$ cat config.mk
export PLATFORM = sky130hd
export DESIGN_NAME = img_byte_unpacker_flat
export DESIGN_NICKNAME = d
export VERILOG_FILES = /design/src/rtl/img_byte_unpacker_if.sv /design/src/rtl/img_byte_unpacker.sv /design/src/flat_wrapper.sv
export SDC_FILE = /design/constraint.sdc
export NUM_CORES = 1
export LEC_CHECK = 0
export BUFFER_PORTS_ARGS = -buffer_cell sky130_fd_sc_hd__buf_2
export CAP_MARGIN = 20
export CORE_MARGIN = 2
export CORE_UTILIZATION = 40
export DETAILED_ROUTE_END_ITERATION = 16
export SETUP_SLACK_MARGIN = 0.4
export SYNTH_ARGS = -nofsm -noshare
export SYNTH_HDL_FRONTEND = slang
export SYNTH_SLANG_ARGS = --single-unit
export TNS_END_PERCENT = 20
$ cat constraint.sdc
create_clock -name clock -period 1.8 [get_ports clock]
set_input_delay 0.18 -clock clock [delete_from_list [all_inputs] [get_ports clock]]
set_output_delay 0.18 -clock clock [all_outputs]
set_load 0.005 [all_outputs]
$ cat src/rtl/img_byte_unpacker_if.sv
// Word-in / byte-out bus between the image buffer, the unpacker and the pixel consumer.
interface img_byte_unpacker_if #(
    parameter int LEN_BITS = 10
) ();
    logic [31:0]         in_data;
    logic                in_valid;
    logic                upstream_stall;
    logic [7:0]          out_data;
    logic                out_valid;
    logic                out_last;
    logic                downstream_stall;
    logic [LEN_BITS-1:0] frame_len;
    logic                frame_done;

    // Producer/consumer side: feeds words and applies backpressure on bytes.
    modport master (
        output in_data, in_valid, downstream_stall,
        input  upstream_stall, out_data, out_valid, out_last, frame_len, frame_done
    );

    // Unpacker side.
    modport slave (
        input  in_data, in_valid, downstream_stall,
        output upstream_stall, out_data, out_valid, out_last, frame_len, frame_done
    );
endinterface

$ cat src/rtl/img_byte_unpacker.sv
// Splits a header-prefixed 32-bit word stream into little-endian pixel bytes.
// The header word carries the frame byte length N; padding bytes in the final
// word are dropped. All outputs come from registers or state decode.
module img_byte_unpacker #(
    parameter int LEN_BITS = 10
) (
    input  logic              clock,
    input  logic              reset,
    img_byte_unpacker_if.slave bus
);

    localparam logic [1:0] S_IDLE = 2'd0;
    localparam logic [1:0] S_LOAD = 2'd1;
    localparam logic [1:0] S_EMIT = 2'd2;

    localparam logic [LEN_BITS-1:0] LEN_ZERO = '0;
    localparam logic [LEN_BITS-1:0] LEN_ONE  = {{(LEN_BITS-1){1'b0}}, 1'b1};

    logic [1:0]          state;
    logic [31:0]         word_q;
    logic [1:0]          byte_idx;
    logic [LEN_BITS-1:0] bytes_left;
    logic [LEN_BITS-1:0] frame_len_q;
    logic [7:0]          out_data_q;
    logic                out_valid_q;
    logic                out_last_q;
    logic                frame_done_q;

    logic [LEN_BITS-1:0] hdr_len;
    logic [LEN_BITS-1:0] left_after;
    logic [1:0]          next_idx;
    logic                word_end;

    function automatic logic [7:0] pick_byte(input logic [31:0] w, input logic [1:0] k);
        return w[{k, 3'b000} +: 8];
    endfunction

    // Header length, post-transfer count and end-of-word detection for the held word.
    always_comb begin
        hdr_len    = bus.in_data[LEN_BITS-1:0];
        left_after = bytes_left - LEN_ONE;
        next_idx   = byte_idx + 2'd1;
        word_end   = (byte_idx == 2'd3) || (bytes_left == LEN_ONE);
    end

    assign bus.upstream_stall = (state == S_EMIT);
    assign bus.out_data       = out_data_q;
    assign bus.out_valid      = out_valid_q;
    assign bus.out_last       = out_last_q;
    assign bus.frame_len      = frame_len_q;
    assign bus.frame_done     = frame_done_q;

    // Frame sequencing: header -> (load word -> emit its bytes)* -> done pulse.
    always_ff @(posedge clock or negedge reset) begin
        if (!reset) begin
            state        <= S_IDLE;
            word_q       <= '0;
            byte_idx     <= '0;
            bytes_left   <= '0;
            frame_len_q  <= '0;
            out_data_q   <= '0;
            out_valid_q  <= 1'b0;
            out_last_q   <= 1'b0;
            frame_done_q <= 1'b0;
        end else begin
            frame_done_q <= 1'b0;
            case (state)
                S_IDLE: begin
                    if (bus.in_valid) begin
                        frame_len_q <= hdr_len;
                        bytes_left  <= hdr_len;
                        if (hdr_len == LEN_ZERO) begin
                            frame_done_q <= 1'b1;
                        end else begin
                            state <= S_LOAD;
                        end
                    end
                end
                S_LOAD: begin
                    if (bus.in_valid) begin
                        word_q      <= bus.in_data;
                        byte_idx    <= 2'd0;
                        out_data_q  <= bus.in_data[7:0];
                        out_valid_q <= 1'b1;
                        out_last_q  <= (bytes_left == LEN_ONE);
                        state       <= S_EMIT;
                    end
                end
                S_EMIT: begin
                    if (!bus.downstream_stall) begin
                        bytes_left <= left_after;
                        if (word_end) begin
                            out_valid_q <= 1'b0;
                            out_last_q  <= 1'b0;
                            if (left_after == LEN_ZERO) begin
                                state        <= S_IDLE;
                                frame_done_q <= 1'b1;
                            end else begin
                                state <= S_LOAD;
                            end
                        end else begin
                            byte_idx   <= next_idx;
                            out_data_q <= pick_byte(word_q, next_idx);
                            out_last_q <= (left_after == LEN_ONE);
                        end
                    end
                end
                default: state <= S_IDLE;
            endcase
        end
    end

endmodule

$ cat src/flat_wrapper.sv
// flat-port wrapper written by rule: the top's interface ports become plain ports
module img_byte_unpacker_flat 
#(
    parameter int LEN_BITS = 10
)
  (clock, reset, bus_in_data, bus_in_valid, bus_downstream_stall, bus_upstream_stall, bus_out_data, bus_out_valid, bus_out_last, bus_frame_len, bus_frame_done);
  img_byte_unpacker_if #(.LEN_BITS(LEN_BITS)) bus_i ();
  input  logic clock;
  input  logic reset;
  input wire logic [$bits(bus_i.in_data)-1:0] bus_in_data;
  input wire logic [$bits(bus_i.in_valid)-1:0] bus_in_valid;
  input wire logic [$bits(bus_i.downstream_stall)-1:0] bus_downstream_stall;
  output wire logic [$bits(bus_i.upstream_stall)-1:0] bus_upstream_stall;
  output wire logic [$bits(bus_i.out_data)-1:0] bus_out_data;
  output wire logic [$bits(bus_i.out_valid)-1:0] bus_out_valid;
  output wire logic [$bits(bus_i.out_last)-1:0] bus_out_last;
  output wire logic [$bits(bus_i.frame_len)-1:0] bus_frame_len;
  output wire logic [$bits(bus_i.frame_done)-1:0] bus_frame_done;
  assign bus_i.in_data = bus_in_data;
  assign bus_i.in_valid = bus_in_valid;
  assign bus_i.downstream_stall = bus_downstream_stall;
  assign bus_upstream_stall = bus_i.upstream_stall;
  assign bus_out_data = bus_i.out_data;
  assign bus_out_valid = bus_i.out_valid;
  assign bus_out_last = bus_i.out_last;
  assign bus_frame_len = bus_i.frame_len;
  assign bus_frame_done = bus_i.frame_done;
  img_byte_unpacker #(.LEN_BITS(LEN_BITS)) u_core (.clock(clock), .reset(reset), .bus(bus_i));
endmodule
==> metrics.yaml <==
die:
  chipWidth_um: 94.29
  start_util_pct: 41.76
  fp-row-count: 32
  die_h_um: 94.29
  dieArea_um2: 8890
  ios: 58
  core_um2: 7807
clock_network:
  clk_pin_slew_ns: 0.07
  cts_num_sinks: 67
  cts_tree: "done"
  cts_htree_levels: 3
  cts_root_buf: "clkbuf_8"
  cts_buffers: 9
  clk-insertion-delay-late_ns: 0.34
  cts_max_path_buffers: 2
setup_path:
  rrSetupSlack_ns: 0.10
  cp_max_fo: 4
  start_kind: "flop"
  r2r-start: "u_core.bytes_left[0]$_DFFE_PN0P_"
  required_ns: 2.03
  r2r_cells: 7
  r2r-end: "u_core.bus.frame_done$_DFF_PN0_"
  crit_start: "u_core.bytes_left[0]$_DFFE_PN0P_"
  end_kind: "flop"
  path_class: "flop to flop"
  arrival_ns: 1.93
  cp-endpoint: "u_core.bus.frame_done$_DFF_PN0_"
synthesis:
  syn_avg_cell_area_um2: 9.647
  synthDistinctLibCells: 45
  yosysWarnings: 0
  syn_nets: 379
  synth-seq-area-share_pct: 51.42
  syn_inst: 338
  synth_area_um2: 3261
  synthTopCellsByArea: "dfrtp_1, nand2_1, mux4_2"
  synth_top_area_share_pct: 51.42
  synth_seq_cells: 67
  yosysTopAreaCell: "dfrtp_1"
place:
  port_buffers: 57
  place_hpwl_mm: 5.492
  gp_congestion: 0.8321
  pre_cts_ws_ns: 0.02625
worst_hold_path:
  min_path_type: "input pin to flop"
  holdPathStages: 3
drt:
  drt_iter0_drc: 170
  via_per_inst: 5.191
  drt_first_pass_iters: 4
  route.detailed.drc: 0
  wl_mm: 8.072
  vias: 2720
  ant_nets: 0
  wl_per_cell_um: 15.40
layout:
  syn_to_final_growth_pct: 28.17
  final_nets: 458
  drive_gt1_share_pct: 34.36
  n_antenna_cell: 0
  nFillCells: 734
pwr:
  finalPower_w: 0.007328
  power.internal_w: 0.004685
  p_comb_share_pct: 43.6
  pwr-share-seq_pct: 36.5
  power_density_nw_per_um2: 1754
  switching_power_w: 0.002644
  cellLeakagePower_nw: 2.036
  clkPwrFrac_pct: 19.9
  ir_drop_mv: 0.6577
  p_sw_share_pct: 36.08
grt:
  grt_pass1_vias: 2662
  grt_max_degree: 68
  grt_remaining_overflow: 0
  track_usage_pct: 19.74
  grt_pass1_wl_mm: 13.41
  antenna_found_initial: 0
sta:
  fin_crit_sh_pct: 94.33
  rsz0062_at_grt: "true"
  fmax_mhz: 588.9
  setup_viol: 0
  slew_headroom_pct: 63.15
  report.final.slew_viol_count: 0
  holdWs_ns: 0.02218
  worst_slew_pin_slew_ns: 0.5527
  timing.final.hold_violations: 0
  clock_skew_ns: 0.009264
  tns_ns: 0
  setup_ws_ns: 0.1020
  period_needed_ns: 1.698
run:
  cap_violations: 0
run_status:
  status: "completed"
==> what timing repair did <==
action	in CTS	in global routing
cloned	0	0
setup endpoints to repair	33	67
setup buffers	6	3
resized for setup	8	11
hold endpoints to repair	67	0
pin swaps	5	5
hold buffers	1	0
==> metrics by stage <==
step | cells | cell area [µm²] | utilization (%)
final | 524 | 4179 | 53.53
after global routing | 524 | 4179 | 53.53
after CTS | 521 | 4101 | 52.53
after detailed placement | 498 | 3771 | 48.30
after global placement | 498 | 3771 | 48.30
after floorplan | 338 | 3274 | -
==> synthesized netlist by cell type (all sizes together) <==
cell and count:
o21a 2, nand2b 7, a311oi 1, ha 5
nor3 6, o22ai 5, a21oi 11, inv 4
nor2b 1, and3 2, or3 1, a31oi 3
a32o 1, and2 2, or2 3, mux2i 1
nor4b 1, a32oi 5, o21ba 1, nand2 119
mux2 9, buf 12, o21ai 14, o22a 3
nor4 5, o21bai 1, nand3 3, nor2 20
a21o 1, mux4 8, dfrtp 67, nor3b 1
a2bb2oi 4, a22o 1, a22oi 2, nand4 1
clkbuf 5
==> cell usage in the layout (no fill, tap or decap), drive strengths merged, types with 2 or more instances in the layout <==
cell type  instances
o22a               3
nor2              20
inv                4
nor4               5
a21oi             11
nand2            119
nand2b             7
o21ai             14
a22oi              2
bufinv             2
nor3               6
a32oi              5
and2               2
and3               2
o21a               2
mux2               9
mux4               8
nand3              3
a31oi              3
or2                3
buf               84
o22ai              5
dfrtp             67
ha                 5
clkbuf            13
a2bb2oi            4
==> power by group through the flow <==
| stage | clock network, W | logic [W] | registers [W] |
|---|---|---|---|
| 5_1_grt | 0.00155 | 0.00356 | 0.00276 |
| 4_1_cts | 0.00149 | 0.00307 | 0.00267 |
| 3_5_place_dp | 0 | 0.00291 | 0.00269 |
| 3_3_place_gp | 0 | 0.00287 | 0.00267 |
| 2_1_floorplan | 0 | 0.00199 | 0.00261 |
| 6_report | 0.00146 | 0.00319 | 0.00268 |
==> state kept, by name, summed over array words and instances (netlist names) <==
name	cells
u_core.bus.out_data	8
u_core.word_q	32
u_core.state	2
u_core.bus.out_last	1
u_core.bus.frame_len	10
u_core.bus.out_valid	1
u_core.bus.frame_done	1
u_core.bytes_left	10
u_core.byte_idx	2
==> worst max-delay path: stages, from the launching register on <==
cell and delay, ns:
dfrtp_2 0.43, buf_4 0.16, buf_4 0.15, nor2_1 0.18, o21ai_1 0.11, mux2i_1 0.28
nor3_2 0.09, a22o_1 0.19
==> metal layers <==
layer / part of all wire, % / global-route usage, % / vias to the layer above
li1: - / - / 1316
met5: 0 / 0 / -
met3: 3.5 / 3.692 / 8
met2: 47 / 28.99 / 53
met4: 0.81 / 6.763 / 0
met1: 49 / 29.27 / 1343
==> cell families (layout without fill, tap and decap cells) <==
logic type	after synthesis	after routing	synth area share, %
buffers and inverters	21	105	2.878
muxes	18	18	8.941
AOI/OAI and AO/OA	55	55	11.74
and+or+nand+nor	172	172	23.10
DFF	67	67	51.42
adders and majority gates	5	5	1.919
==> layout make-up <==
| cell class | instances | area [µm²] | area share, % |
|---|---|---|---|
| clock buffer | 13 | 168.9 | 4.042 |
| clock inverter | 3 | 68.82 | 1.647 |
| inverter | 4 | 15.01 | 0.3593 |
| multi-input combinational | 250 | 1592 | 38.08 |
| sequential | 67 | 1680 | 40.21 |
| tap | 102 | 127.6 | 3.054 |
| timing repair buffer | 85 | 526.8 | 12.60 |
==> worst min-delay path by stage <==
stage,from,to,slack [ns]
finish,bus_in_data[29],u_core.word_q[29]$_DFFE_PN0P_,0.02
global route,bus_in_data[26],u_core.word_q[26]$_DFFE_PN0P_,0.02
CTS,bus_in_data[13],u_core.word_q[13]$_DFFE_PN0P_,0.01
detailed placement,reset,u_core.word_q[20]$_DFFE_PN0P_,0.23
global placement,reset,u_core.word_q[22]$_DFFE_PN0P_,0.23
floorplan,reset,u_core.bus.frame_done$_DFF_PN0_,-0.12
No activity file was read; power rests on OpenSTA's default activity.
